File: src/rtl/csr_pkg.sv
// Shared constants for the Zicsr unit: CSR address map, funct3 op encodings,
// fcsr field positions and the FSM state type.
package csr_pkg;

  localparam logic [11:0] CSR_FFLAGS    = 12'h001;
  localparam logic [11:0] CSR_FRM       = 12'h002;
  localparam logic [11:0] CSR_FCSR      = 12'h003;
  localparam logic [11:0] CSR_MSCRATCH  = 12'h340;
  localparam logic [11:0] CSR_MCYCLE    = 12'hB00;
  localparam logic [11:0] CSR_MINSTRET  = 12'hB02;
  localparam logic [11:0] CSR_MCYCLEH   = 12'hB80;
  localparam logic [11:0] CSR_MINSTRETH = 12'hB82;
  localparam logic [11:0] CSR_CYCLE     = 12'hC00;
  localparam logic [11:0] CSR_INSTRET   = 12'hC02;
  localparam logic [11:0] CSR_CYCLEH    = 12'hC80;
  localparam logic [11:0] CSR_INSTRETH  = 12'hC82;

  localparam logic [2:0] OP_RW  = 3'b001;
  localparam logic [2:0] OP_RS  = 3'b010;
  localparam logic [2:0] OP_RC  = 3'b011;
  localparam logic [2:0] OP_RWI = 3'b101;
  localparam logic [2:0] OP_RSI = 3'b110;
  localparam logic [2:0] OP_RCI = 3'b111;

  // fflags occupies fcsr[4:0] (NV,DZ,OF,UF,NX from bit 4 down), frm fcsr[7:5]
  localparam int FFLAGS_LSB = 0;
  localparam int FFLAGS_MSB = 4;
  localparam int FRM_LSB    = 5;
  localparam int FRM_MSB    = 7;

  typedef enum logic {
    ST_IDLE,
    ST_RESP
  } csrState_t;

  function automatic logic isCounterAddr(input logic [11:0] addr);
    return addr inside {CSR_MCYCLE, CSR_MINSTRET, CSR_MCYCLEH, CSR_MINSTRETH,
                        CSR_CYCLE, CSR_INSTRET, CSR_CYCLEH, CSR_INSTRETH};
  endfunction

endpackage

File: src/rtl/csr_counter64.sv
// 64-bit counter with increment enable and 32-bit half writes; a half write
// replaces that half of the incremented value, so it always wins.
module csr_counter64 (
  input  logic        clk,
  input  logic        rst,
  input  logic        i_inc,
  input  logic        i_wrLo,
  input  logic        i_wrHi,
  input  logic [31:0] i_wdata,
  output logic [63:0] o_value
);

  logic [63:0] r_count;
  logic [63:0] w_next;

  always_comb begin
    w_next = r_count + {63'd0, i_inc};
    if (i_wrLo) w_next[31:0]  = i_wdata;
    if (i_wrHi) w_next[63:32] = i_wdata;
  end

  always_ff @(posedge clk) begin
    if (rst) r_count <= '0;
    else     r_count <= w_next;
  end

  assign o_value = r_count;

endmodule

File: src/rtl/csr_unit.sv
// Zicsr CSR unit: fcsr/fflags/frm, mscratch and, when CSR_COUNTERS_EN is
// defined, the 64-bit mcycle/minstret counters with their read-only aliases.
module csr_unit
  import csr_pkg::*;
(
  input  logic        clk,
  input  logic        rst,
  input  logic        csr_valid_i,
  output logic        csr_ready_o,
  input  logic [2:0]  csr_op_i,
  input  logic [11:0] csr_addr_i,
  input  logic [31:0] csr_wdata_i,
  input  logic        csr_src_zero_i,
  output logic        csr_done_o,
  output logic [31:0] csr_rdata_o,
  output logic        csr_illegal_o,
  input  logic        instret_i,
  input  logic        fflags_we_i,
  input  logic [4:0]  fflags_i,
  output logic [2:0]  frm_o
);

  csrState_t r_state;
  csrState_t w_stateNext;

  logic [4:0]  r_fflags;
  logic [2:0]  r_frm;
  logic [31:0] r_mscratch;
  logic [31:0] r_rdata;
  logic        r_illegal;

  logic [63:0] w_cycleVal;
  logic [63:0] w_instretVal;
  logic [31:0] w_oldVal;
  logic [31:0] w_newVal;
  logic [4:0]  w_accrue;
  logic        w_known;
  logic        w_mapped;
  logic        w_opOk;
  logic        w_we;
  logic        w_illegal;
  logic        w_accept;
  logic        w_commit;

`ifdef CSR_COUNTERS_EN
  localparam logic COUNTERS_ON = 1'b1;

  csr_counter64 u_cycle (
    .clk     (clk),
    .rst     (rst),
    .i_inc   (1'b1),
    .i_wrLo  (w_commit && (csr_addr_i == CSR_MCYCLE)),
    .i_wrHi  (w_commit && (csr_addr_i == CSR_MCYCLEH)),
    .i_wdata (w_newVal),
    .o_value (w_cycleVal)
  );

  csr_counter64 u_instret (
    .clk     (clk),
    .rst     (rst),
    .i_inc   (instret_i),
    .i_wrLo  (w_commit && (csr_addr_i == CSR_MINSTRET)),
    .i_wrHi  (w_commit && (csr_addr_i == CSR_MINSTRETH)),
    .i_wdata (w_newVal),
    .o_value (w_instretVal)
  );
`else
  localparam logic COUNTERS_ON = 1'b0;
  logic w_unusedInstret;

  assign w_cycleVal      = '0;
  assign w_instretVal    = '0;
  assign w_unusedInstret = instret_i;
`endif

  // Old-value read mux; counter addresses only count as mapped when built
  always_comb begin
    w_oldVal = '0;
    w_known  = 1'b1;
    case (csr_addr_i)
      CSR_FFLAGS:                 w_oldVal = {27'd0, r_fflags};
      CSR_FRM:                    w_oldVal = {29'd0, r_frm};
      CSR_FCSR:                   w_oldVal = {24'd0, r_frm, r_fflags};
      CSR_MSCRATCH:               w_oldVal = r_mscratch;
      CSR_MCYCLE, CSR_CYCLE:      w_oldVal = w_cycleVal[31:0];
      CSR_MCYCLEH, CSR_CYCLEH:    w_oldVal = w_cycleVal[63:32];
      CSR_MINSTRET, CSR_INSTRET:  w_oldVal = w_instretVal[31:0];
      CSR_MINSTRETH, CSR_INSTRETH: w_oldVal = w_instretVal[63:32];
      default:                    w_known  = 1'b0;
    endcase
  end

  assign w_mapped = w_known && (COUNTERS_ON || !isCounterAddr(csr_addr_i));

  always_comb begin
    w_newVal = csr_wdata_i;
    w_we     = 1'b0;
    w_opOk   = 1'b1;
    case (csr_op_i)
      OP_RW, OP_RWI: begin
        w_newVal = csr_wdata_i;
        w_we     = 1'b1;
      end
      OP_RS, OP_RSI: begin
        w_newVal = w_oldVal | csr_wdata_i;
        w_we     = !csr_src_zero_i;
      end
      OP_RC, OP_RCI: begin
        w_newVal = w_oldVal & ~csr_wdata_i;
        w_we     = !csr_src_zero_i;
      end
      default: w_opOk = 1'b0;
    endcase
  end

  assign w_illegal = !w_mapped || !w_opOk || (w_we && (csr_addr_i[11:10] == 2'b11));
  assign w_accept  = csr_valid_i && csr_ready_o;
  assign w_commit  = w_accept && w_we && !w_illegal;
  assign w_accrue  = fflags_we_i ? fflags_i : 5'd0;

  always_ff @(posedge clk) begin
    if (rst) r_state <= ST_IDLE;
    else     r_state <= w_stateNext;
  end

  always_comb begin
    w_stateNext = r_state;
    case (r_state)
      ST_IDLE: if (w_accept) w_stateNext = ST_RESP;
      ST_RESP: w_stateNext = ST_IDLE;
      default: w_stateNext = ST_IDLE;
    endcase
  end

  always_comb begin
    csr_ready_o = (r_state == ST_IDLE);
    csr_done_o  = (r_state == ST_RESP);
  end

  // FPU accrual is OR-ed on top of any software write in the same cycle
  always_ff @(posedge clk) begin
    if (rst) begin
      r_fflags   <= '0;
      r_frm      <= '0;
      r_mscratch <= '0;
      r_rdata    <= '0;
      r_illegal  <= 1'b0;
    end else begin
      if (w_commit && (csr_addr_i == CSR_FFLAGS))
        r_fflags <= w_newVal[FFLAGS_MSB:FFLAGS_LSB] | w_accrue;
      else if (w_commit && (csr_addr_i == CSR_FCSR))
        r_fflags <= w_newVal[FFLAGS_MSB:FFLAGS_LSB] | w_accrue;
      else
        r_fflags <= r_fflags | w_accrue;

      if (w_commit && (csr_addr_i == CSR_FRM))  r_frm <= w_newVal[2:0];
      if (w_commit && (csr_addr_i == CSR_FCSR)) r_frm <= w_newVal[FRM_MSB:FRM_LSB];

      if (w_commit && (csr_addr_i == CSR_MSCRATCH)) r_mscratch <= w_newVal;

      if (w_accept) begin
        r_rdata   <= w_illegal ? 32'd0 : w_oldVal;
        r_illegal <= w_illegal;
      end
    end
  end

  assign csr_rdata_o   = r_rdata;
  assign csr_illegal_o = r_illegal;
  assign frm_o         = r_frm;

endmodule

File: config.mk
export PLATFORM = sky130hd
export DESIGN_NAME = csr_unit
export DESIGN_NICKNAME = d
export VERILOG_FILES = /design/src/rtl/csr_pkg.sv /design/src/rtl/csr_counter64.sv /design/src/rtl/csr_unit.sv
export SDC_FILE = /design/constraint.sdc
export NUM_CORES = 1
export LEC_CHECK = 0
export BUFFER_PORTS_ARGS = -buffer_cell sky130_fd_sc_hd__buf_2
export CORE_MARGIN = 2
export CORE_UTILIZATION = 50
export CTS_CLUSTER_DIAMETER = 30
export CTS_CLUSTER_SIZE = 10
export DETAILED_ROUTE_END_ITERATION = 10
export PLACE_DENSITY_LB_ADDON = 0.3
export REMOVE_ABC_BUFFERS = 1
export SLEW_MARGIN = 20
export SYNTH_ARGS = -nofsm -noshare
export SYNTH_HDL_FRONTEND = slang
export SYNTH_SLANG_ARGS = --single-unit
File: constraint.sdc
create_clock -name clk -period 2.4 [get_ports clk]
set_input_delay 0.24 -clock clk [delete_from_list [all_inputs] [get_ports clk]]
set_output_delay 0.24 -clock clk [all_outputs]
set_load 0.005 [all_outputs]
==> results of run 1 <==
==> layout make-up <==
| type | count | area, µm² | area share, % |
|---|---|---|---|
| multi-input combinational | 289 | 1670 | 40.9 |
| clock inverter | 6 | 95.1 | 2.32 |
| inverter | 2 | 7.51 | 0.183 |
| tap | 77 | 96.3 | 2.35 |
| timing repair buffer | 108 | 603 | 14.7 |
| clock buffer | 10 | 138 | 3.36 |
| sequential | 74 | 1480 | 36.2 |
==> worst max path at each step <==
stage	cells past startpoint	slack, ns	endpoint
after global routing	6	0.39	r_mscratch[21]
after floorplan	5	-0.32	r_mscratch[10]
after global placement	7	0.31	csr_rdata_o[7]
after CTS	6	0.52	r_mscratch[8]
after detailed placement	6	0.31	csr_rdata_o[2]
final	6	0.54	r_mscratch[9]
==> registers in the layout (all words and copies together) (netlist names) <==
signal,cells
csr_done_o,1
csr_illegal_o,1
csr_rdata_o,32
frm_o,3
r_fflags,5
r_mscratch,32
==> worst reg2reg max path, delay by kind of cell (launching register included) <==
family | cells | cell delay [ns]
AOI/OAI and AO/OA | 3 | 0.79
and+or+nand+nor | 2 | 0.41
DFF | 1 | 0.32
buffers and inverters | 1 | 0.23
==> power by group through the flow <==
stage	Combinational, mW	Clock (mW)	Sequential, mW
2_1_floorplan	0.0564	0	1.27
3_3_place_gp	0.162	0	1.27
3_5_place_dp	0.165	0	1.27
4_1_cts	0.166	1.14	1.24
5_1_grt	0.183	1.19	1.24
6_report	0.167	1.12	1.24
==> metrics by stage <==
step,worst slack [ns],hold slack [ns],setup TNS [ns]
2_1_floorplan,-0.319,0.309,-12.68
3_3_place_gp,0.311,0.435,0
3_5_place_dp,0.307,0.443,0
4_1_cts,0.520,0.121,0
5_1_grt,0.391,0.132,0
6_report,0.538,0.136,0
==> metal layers <==
layer / routed length [µm] / part of all wire [%] / up-vias / track usage [%]
li1: - / - / 1619 / -
met1: 3720 / 42 / 1527 / 30.9
met2: 4390 / 49 / 123 / 41.5
met3: 596 / 6.7 / 20 / 5.06
met4: 187 / 2.1 / 0 / 11.1
met5: 0 / 0 / - / 0
==> synth_stat cells, drive strengths merged <==
cell type and number:
inv 2, nor4b 1, a22oi 35, and4b 1, nor3 4, or4b 1, nor2b 1, a31oi 3
and3 3, a2111o 3, and2 1, nor4 5, o21bai 3, or3 2, buf 6, nand2b 1
dfxtp 74, a211o 2, and4 8, or4 1, nand2 41, nor2 58, a21o 2, a211oi 3
nand3 19, a22o 5, or2 1, a221o 5, o21ai 27, a21oi 49, clkbuf 21, nand4 2
nand3b 2
==> kinds of logic (layout without fill, tap and decap cells) <==
logic type	count (synthesis)	after routing
flops	74	74
simple gates	152	152
compound gates	137	137
buf+inv	29	126
==> results.sh, run 1 <==
export IMPL_startpoint="csr_done_o"
export IMPL_cts_tree="done"
export IMPL_ys_types=41
export IMPL_synth_top_cell_by_area="dfxtp_1"
export IMPL_worst_pin_slew_ns=0.547
export IMPL_postCtsSetupBuffers=0
export IMPL_peakVddDrop_v=0.000387
export IMPL_rsz0062_at_grt="false"
export IMPL_switching_share_pct=23.8
export IMPL_worst_path_buf_inv=1
export IMPL_pin_count=96
export IMPL_route_detailed_drc=0
export IMPL_avgRoutedWirePerCell_um=15.7
export IMPL_synthXorXnorAreaFrac_pct=0
export IMPL_leakagePower_nw=1.68
export IMPL_synth_seq_cells=74
export IMPL_synth_warnings=0
export IMPL_power_frac_comb_pct=6.6
export IMPL_dp_hpwl_um=5980
export IMPL_fin_crit_sh_pct=77.6
export IMPL_io_buffers=93
export IMPL_power_net_switching_mw=0.602
export IMPL_grt_pass1_vias=3086
export IMPL_via_per_inst=5.81
export IMPL_worst_skew_pair_late_latency_ns=0.35
export IMPL_layout_min_cycle_time_ns=1.86
export IMPL_track_usage_pct=24.8
export IMPL_min_to="r_mscratch[24]"
export IMPL_start_util_pct=51.6
export IMPL_path_clk_slew_ns=0.09
export IMPL_drt_pass1_iterations=5
export IMPL_synthesis_area_um2=3270
export IMPL_gp_congestion=0.946
export IMPL_cp_max_fo=17
export IMPL_clock_sinks=74
export IMPL_required_ns=2.63
export IMPL_postSynthAreaPerCell_um2=8.35
export IMPL_outcome="finished, final reports clean"
export IMPL_drive_above_1_share_pct=29.2
export IMPL_cp_top_family="compound AO/OA/AOI/OAI gates"
export IMPL_clockPowerShare_pct=44.3
export IMPL_whs_path_depth=3
export IMPL_cp_arrival_ns=2.09
export IMPL_routed_wl_um=8890
export IMPL_worstReg2RegEnd="r_mscratch[9]"
export IMPL_ys_seq_area_share_pct=45.2
export IMPL_synthCells=392
export IMPL_vias=3289
export IMPL_mostFrequentLayoutCells="buf_2 (93), dfxtp_1 (74), nor2_1 (58)"
export IMPL_first_iter_violations=244
export IMPL_core_area_um2=6350
export IMPL_synthAdderAreaFrac_pct=0
export IMPL_dieArea_um2=7210
export IMPL_grt_pass1_wl_um=14300
export IMPL_synth_compound_gate_area_share_pct=28.5
export IMPL_path_cells="nand2b_2 > a211oi_1 > nand2_1 > buf_4 > o21ai_0 > a21oi_1"
export IMPL_final_common_cell="buf_2"
export IMPL_rows=29
export IMPL_cts_root_buf="clkbuf_8"
export IMPL_design_area_um2=4090
export IMPL_finalSetupViolations=0
export IMPL_grt_overflow_total=0
export IMPL_htree_num_levels=3
export IMPL_clock_skew_ns=0.00937
export IMPL_reg2reg_depth=6
export IMPL_postLayoutCoreUtil_pct=64.5
export IMPL_dp_cells=550
export IMPL_cp_slowest_cell="a211oi_1"
export IMPL_cts_resized=0
export IMPL_drt_antenna_violating_nets=0
export IMPL_hp_class="in -> reg"
export IMPL_finalNetCount=542
export IMPL_fillCellCount=544
export IMPL_drv_cap=0
export IMPL_hold_path_startpoint="csr_wdata_i[24]"
export IMPL_seqPwrFrac_pct=49.1
export IMPL_layout_cells_non_filler=566
export IMPL_synth_top_area_share_pct=45.2
export IMPL_drv_slew=0
export IMPL_startpoint_type="flop"
export IMPL_synth_area_leaders="dfxtp_1 (45%), a21oi_1 (7.3%), nor2_1 (6.6%)"
export IMPL_synthMuxAreaShare_pct=0
export IMPL_ctsHoldBuffers=0
export IMPL_power_density_nw_per_um2=617
export IMPL_synth_top_family_by_area="compound AO/OA/AOI/OAI gates"
export IMPL_r2r_setup_slack_ns=0.54
export IMPL_reg2reg_from="csr_done_o"
export IMPL_numCtsBuffers=9
export IMPL_hold_viol=0
export IMPL_fmax_mhz=537
export IMPL_slew_headroom_pct=63.3
export IMPL_cpPeakStageDelay_ns=0.52
export IMPL_area_delta_synth_final_pct=25.0
export IMPL_grt_max_degree=55
export IMPL_crit_path_end_kind="flop"
export IMPL_die_h_um=84.9
export IMPL_cts_buffer_depth=2
export IMPL_finalPower_mw=2.53
export IMPL_internal_power_mw=1.93
export IMPL_path_class="reg -> reg"
export IMPL_synth_simple_area_share_pct=22.3
export IMPL_antenna_diode_count=0
export IMPL_antenna_found_initial=0
export IMPL_dieWidth_um=84.9
export IMPL_place_area_um2=3860
Power figures use the tool's default switching activity.
==> run 2: changes to the inputs <==
- CORE_UTILIZATION: 50 -> 46
- clock period: 2.4 -> 1.7 ns (I/O delays scaled with it)
==> run 2 against run 1 <==
  * Core utilization down 1.3 points
  * Largest cell class unchanged
  * Die area up 8.3%
  * First-iteration DRC count up 8.2%
  * Setup slack worse by 0.48 ns
  * Combinational power up 49%
  * Sequential cell count unchanged
  * Register-to-register slack worse by 0.47 ns
  * Count of clock-buffer cells in the layout down 1
==> results.sh, run 2 (same netlist as run 1, synthesis figures left out) <==
export IMPL_outcome="finished, final reports clean"
export IMPL_numCtsBuffers=9
export IMPL_power_frac_comb_pct=6.5
export IMPL_grt_pass1_vias=3165
export IMPL_grt_overflow_total=0
export IMPL_startpoint_type="primary input"
export IMPL_via_per_inst=5.67
export IMPL_worst_skew_pair_late_latency_ns=0.34
export IMPL_dieArea_um2=7810
export IMPL_worst_slack_ns=0.0609
export IMPL_clockPowerShare_pct=47.4
export IMPL_pin_count=96
export IMPL_finalSetupViolations=0
export IMPL_core_area_um2=6830
export IMPL_cts_buffer_depth=2
export IMPL_first_iter_violations=264
export IMPL_power_density_nw_per_um2=881
export IMPL_cts_root_buf="clkbuf_8"
export IMPL_die_h_um=88.4
export IMPL_fmax_mhz=610
export IMPL_cp_max_fo=12
export IMPL_mostFrequentLayoutCells="buf_2 (93), dfxtp_1 (73), nor2_1 (58)"
export IMPL_leakagePower_nw=1.79
export IMPL_seqPwrFrac_pct=46.1
export IMPL_cts_tree="done"
export IMPL_layout_area_seq_um2=1480
export IMPL_pre_cts_slack_ns=-0.340
export IMPL_crit_path_end_kind="flop"
export IMPL_finalNetCount=558
export IMPL_grt_pass1_wl_um=14600
export IMPL_drive_above_1_share_pct=31.7
export IMPL_multiInputGateArea_um2=1680
export IMPL_internal_power_mw=2.97
export IMPL_ctsHoldBuffers=0
export IMPL_fin_crit_sh_pct=96.4
export IMPL_clock_skew_ns=0.00746
export IMPL_avgRoutedWirePerCell_um=15.1
export IMPL_final_common_cell="buf_2"
export IMPL_dieWidth_um=88.4
export IMPL_rows=30
export IMPL_antenna_found_initial=0
export IMPL_track_usage_pct=24.1
export IMPL_hold_viol=0
export IMPL_vias=3400
export IMPL_drv_slew=0
export IMPL_drv_cap=0
export IMPL_rsz0062_at_grt="true"
export IMPL_worst_pin_slew_ns=0.467
export IMPL_path_cells="buf_2 > or4_1 > or3_4 > a211oi_4 > buf_4 > a22oi_1 > nor2_1"
export IMPL_path_clk_slew_ns=0.08
export IMPL_io_buffers=93
export IMPL_power_net_switching_mw=0.831
export IMPL_required_ns=1.98
export IMPL_htree_num_levels=3
export IMPL_drt_pass1_iterations=5
export IMPL_route_detailed_drc=0
export IMPL_fillCellCount=629
export IMPL_hp_class="in -> reg"
export IMPL_cpPeakStageDelay_ns=0.57
export IMPL_antenna_diode_count=0
export IMPL_peakVddDrop_v=0.000435
export IMPL_area_delta_synth_final_pct=31.8
export IMPL_slew_headroom_pct=68.9
export IMPL_gp_congestion=0.881
export IMPL_start_util_pct=47.9
export IMPL_cp_slowest_cell="or4_1"
export IMPL_grt_max_degree=75
export IMPL_routed_wl_um=9040
export IMPL_path_class="in -> reg"
export IMPL_clock_sinks=74
export IMPL_drt_antenna_violating_nets=0
export IMPL_switching_share_pct=21.8
export IMPL_layout_min_cycle_time_ns=1.64
export IMPL_cp_arrival_ns=1.92
export IMPL_dp_hpwl_um=6150
export IMPL_finalPower_mw=3.80
## run 2: power by group through the flow
stage	sequential, mW	clock (mW)	combinational (mW)
4_1_cts	1.75	1.83	0.245
5_1_grt	1.75	1.91	0.273
2_1_floorplan	1.79	0	0.0796
3_5_place_dp	1.79	0	0.244
6_report	1.75	1.80	0.249
3_3_place_gp	1.79	0	0.240
## run 2: worst paths after layout
kind              cells after the start  slack, ns              end            start
hold / removal                        3       0.07   r_mscratch[31]  csr_wdata_i[31]
setup reg to reg                      6       0.07  csr_rdata_o[26]       csr_done_o
hold reg to reg                       2       0.45    csr_illegal_o    csr_illegal_o
setup / recovery                      7       0.06  csr_rdata_o[26]    csr_addr_i[5]
## run 2: metal layers
layer  up-vias  routed length [µm]  GRT usage, %  share of wire (%)
li1       1651                   -             -                  -
met1      1604                3940          32.3                 44
met2       129                4440          38.3                 49
met3        16                 520          3.26                5.8
met4         0                 143          11.8                1.6
met5         -                   0             0                  0
## run 2: area by class of cell
type,count,share of cell area [%]
inverter,2,0.174
multi-input combinational,289,39.0
sequential,74,34.4
clock buffer,9,2.87
timing repair buffer,124,17.6
tap,96,2.78
clock inverter,6,3.19
## run 2: through the flow
stage                     setup TNS [ns]  cell area, µm²  hold WS [ns]  util (%)  instances
after floorplan                   -56.56            3150         0.239         -        365
after global placement            -12.31            4020         0.426      58.8        583
after detailed placement          -13.79            4020         0.432      58.8        583
after CTS                              0            4320        0.0521      63.2        601
after global routing             -0.0606            4320        0.0684      63.2        600
final                                  0            4320        0.0703      63.2        600
## run 2: worst max-delay path, delay by kind of cell
| kind | cells | cell delay (ns) |
|---|---|---|
| AND/OR/NAND/NOR | 3 | 1.10 |
| buffers and inverters | 2 | 0.35 |
| AO/OA/AOI/OAI | 2 | 0.29 |
## run 2: timing repair
action	4_1_cts	5_1_grt
buffers inserted	2	0
pin swaps	1	1
gates resized for setup	1	4
cloned	1	0
endpoints found under the setup margin	14	45
==> run 3: changes to the inputs <==
- CAP_MARGIN: unset -> 0
- CORE_UTILIZATION: 46 -> 48
- CTS_BUF_LIST: unset -> sky130_fd_sc_hd__clkbuf_8
- SYNTH_HIERARCHICAL: unset -> 1
==> run 3 against run 2 <==
  * Core utilization up 0.20 points
  * Sequential power about the same
  * Setup slack improved by 0.0092 ns
  * Critical path type is now reg -> reg
==> results.sh, run 3 <==
export IMPL_outcome="finished, final reports clean"
export IMPL_dieArea_um2=7500
export IMPL_cp_arrival_ns=1.90
export IMPL_path_clk_slew_ns=0.08
export IMPL_grt_overflow_total=0
export IMPL_required_ns=1.97
export IMPL_core_area_um2=6680
export IMPL_hp_class="in -> reg"
export IMPL_start_util_pct=49.0
export IMPL_die_h_um=86.6
export IMPL_finalNetCount=555
export IMPL_drv_slew=0
export IMPL_dr_max_layer_used="met4"
export IMPL_drt_pass1_iterations=5
export IMPL_rsz0062_at_grt="true"
export IMPL_postSynthAreaPerCell_um2=8.35
export IMPL_pin_count=96
export IMPL_crit_path_end_kind="flop"
export IMPL_ys_types=41
export IMPL_synthTopCellsByCount="dfxtp_1 (74), nor2_1 (58), a21oi_1 (48), nand2_1 (41), o21ai_0 (26)"
export IMPL_pre_cts_slack_ns=-0.304
export IMPL_track_usage_pct=24.0
export IMPL_synth_edff_count=0
export IMPL_final_common_cell="buf_2"
export IMPL_gp_congestion=0.883
export IMPL_ctsHoldBuffers=0
export IMPL_reg2reg_depth=7
export IMPL_dr_wl_met3_um=637
export IMPL_drive_above_1_share_pct=31.3
export IMPL_worstReg2RegEnd="csr_rdata_o[30]"
export IMPL_async_flop_share_pct=0
export IMPL_clock_sinks=74
export IMPL_numCtsBuffers=9
export IMPL_layout_min_cycle_time_ns=1.63
export IMPL_cp_max_fo=12
export IMPL_grt_max_degree=75
export IMPL_antenna_found_initial=0
export IMPL_io_buffers=93
export IMPL_grt_pass1_vias=2965
export IMPL_r2r_setup_slack_ns=0.07
export IMPL_synth_warnings=6
export IMPL_via_per_inst=5.83
export IMPL_cts_buffer_depth=2
export IMPL_startpoint_type="flop"
export IMPL_fillCellCount=585
export IMPL_ys_seq_area_share_pct=45.2
export IMPL_crit_end="csr_rdata_o[30]"
export IMPL_route_detailed_drc=0
export IMPL_finalPower_mw=3.43
export IMPL_drv_cap=0
export IMPL_finalSetupViolations=0
export IMPL_first_iter_violations=261
export IMPL_clock_skew_ns=0.00830
export IMPL_power_density_nw_per_um2=810
export IMPL_htree_num_levels=3
export IMPL_slew_headroom_pct=70.8
export IMPL_synth_seq_cells=74
export IMPL_hold_viol=0
export IMPL_startpoint="csr_done_o"
export IMPL_cts_root_buf="clkbuf_8"
export IMPL_dp_hpwl_um=5990
export IMPL_worst_skew_pair_late_latency_ns=0.34
export IMPL_fin_crit_sh_pct=95.9
export IMPL_met2_length_um=4430
export IMPL_avgRoutedWirePerCell_um=15.3
export IMPL_ys_flop_type="dfxtp_1"
export IMPL_grt_pass1_wl_um=14100
export IMPL_wl_met1_um=3680
export IMPL_fmax_mhz=614
export IMPL_dp_cells=564
export IMPL_whs_path_depth=3
export IMPL_synth_top_area_share_pct=45.2
export IMPL_hold_ws_ns=0.0725
export IMPL_peakVddDrop_v=0.000517
export IMPL_drt_antenna_violating_nets=0
export IMPL_vias=3391
export IMPL_cts_tree="done"
export IMPL_reg2reg_from="csr_done_o"
export IMPL_antenna_diode_count=0
export IMPL_mostFrequentLayoutCells="buf_2 (93), dfxtp_1 (74), nor2_1 (58)"
export IMPL_synthesis_area_um2=3270
export IMPL_synth_area_leaders="dfxtp_1 (45%), a21oi_1 (7.3%), nor2_1 (6.6%)"
export IMPL_area_delta_synth_final_pct=29.3
export IMPL_worst_pin_slew_ns=0.438
export IMPL_leakagePower_nw=1.75
export IMPL_path_class="reg -> reg"
export IMPL_yosysMostFrequentCell="dfxtp_1"
export IMPL_rows=30
export IMPL_layout_cells_non_filler=582
export IMPL_worst_slack_ns=0.0701
export IMPL_routed_wl_um=8890
export IMPL_dieWidth_um=86.6
export IMPL_synthCells=392
export IMPL_synth_top_cell_by_area="dfxtp_1"
[run 3: changes by cell type in the layout (fill, tap and decap cells not counted)]
cell        before  now
buf_12           3    4
buf_4           26   22
bufinv_16        4    1
clkbuf_8         9   11
clkinv_2         0    1
clkinv_4         0    1
clkinvlp_4       0    1
dfxtp_1         73   74
dfxtp_2          1    0
inv_6            2    1
[run 3: worst max-delay path, cell delays in order, from the launching register on]
cell      delay (ns)
dfxtp_1         0.32
nand2b_4        0.17
or3_4           0.41
a211oi_4        0.18
buf_6           0.16
buf_12          0.14
a22oi_1         0.07
nor2_1          0.11
[run 3: final cells by class]
class,count,area (µm²),share of cell area [%]
clock buffer,11,151,3.58
clock inverter,5,60.1,1.42
inverter,2,7.51,0.177
multi-input combinational,289,1680,39.8
sequential,74,1480,35.0
tap,80,100,2.36
timing repair buffer,121,749,17.7
[run 3: power by group]
part | total (mW) | internal, mW | switching [mW]
logic | 0.247 | 0.102 | 0.145
clock network | 1.43 | 0.764 | 0.668
registers | 1.75 | 1.74 | 0.00932
[run 3: cells by family after synthesis]
logic type,share of synthesized area [%]
and+or+nand+nor,22.3
buffers and inverters,3.94
AOI/OAI and AO/OA,28.5
DFF,45.2
[run 3: worst min path at each step]
stage | start | endpoint | slack (ns)
after floorplan | rst | csr_rdata_o[0] | 0.24
final | csr_wdata_i[10] | r_mscratch[10] | 0.07
after detailed placement | csr_wdata_i[22] | r_mscratch[22] | 0.43
after global routing | csr_wdata_i[31] | r_mscratch[31] | 0.06
after global placement | csr_wdata_i[12] | r_mscratch[12] | 0.43
after CTS | csr_wdata_i[25] | r_mscratch[25] | 0.06
[run 3: per-stage QoR]
| step | setup TNS (ns) | util, % | area (µm²) |
|---|---|---|---|
| final | 0 | 63.4 | 4230 |
| after global routing | -0.0620 | 63.4 | 4230 |
| after CTS | 0 | 63.2 | 4220 |
| after detailed placement | -11.76 | 59.5 | 3970 |
| after global placement | -10.51 | 59.5 | 3970 |
| after floorplan | -56.56 | - | 3150 |
[run 3: what timing repair did]
item | CTS | global route
cloned | 1 | 0
setup endpoints to repair | 14 | 58
pin swaps | 1 | 0
buffers inserted | 1 | 0
hold endpoints to repair | 0 | 0
gates resized for setup | 2 | 2
[run 3: metal layers]
layer / vias to the layer above / GRT usage, %
li1: 1647 / -
met4: 0 / 10.4
met1: 1610 / 30.0
met5: - / 0
met2: 120 / 40.2
met3: 14 / 4.86
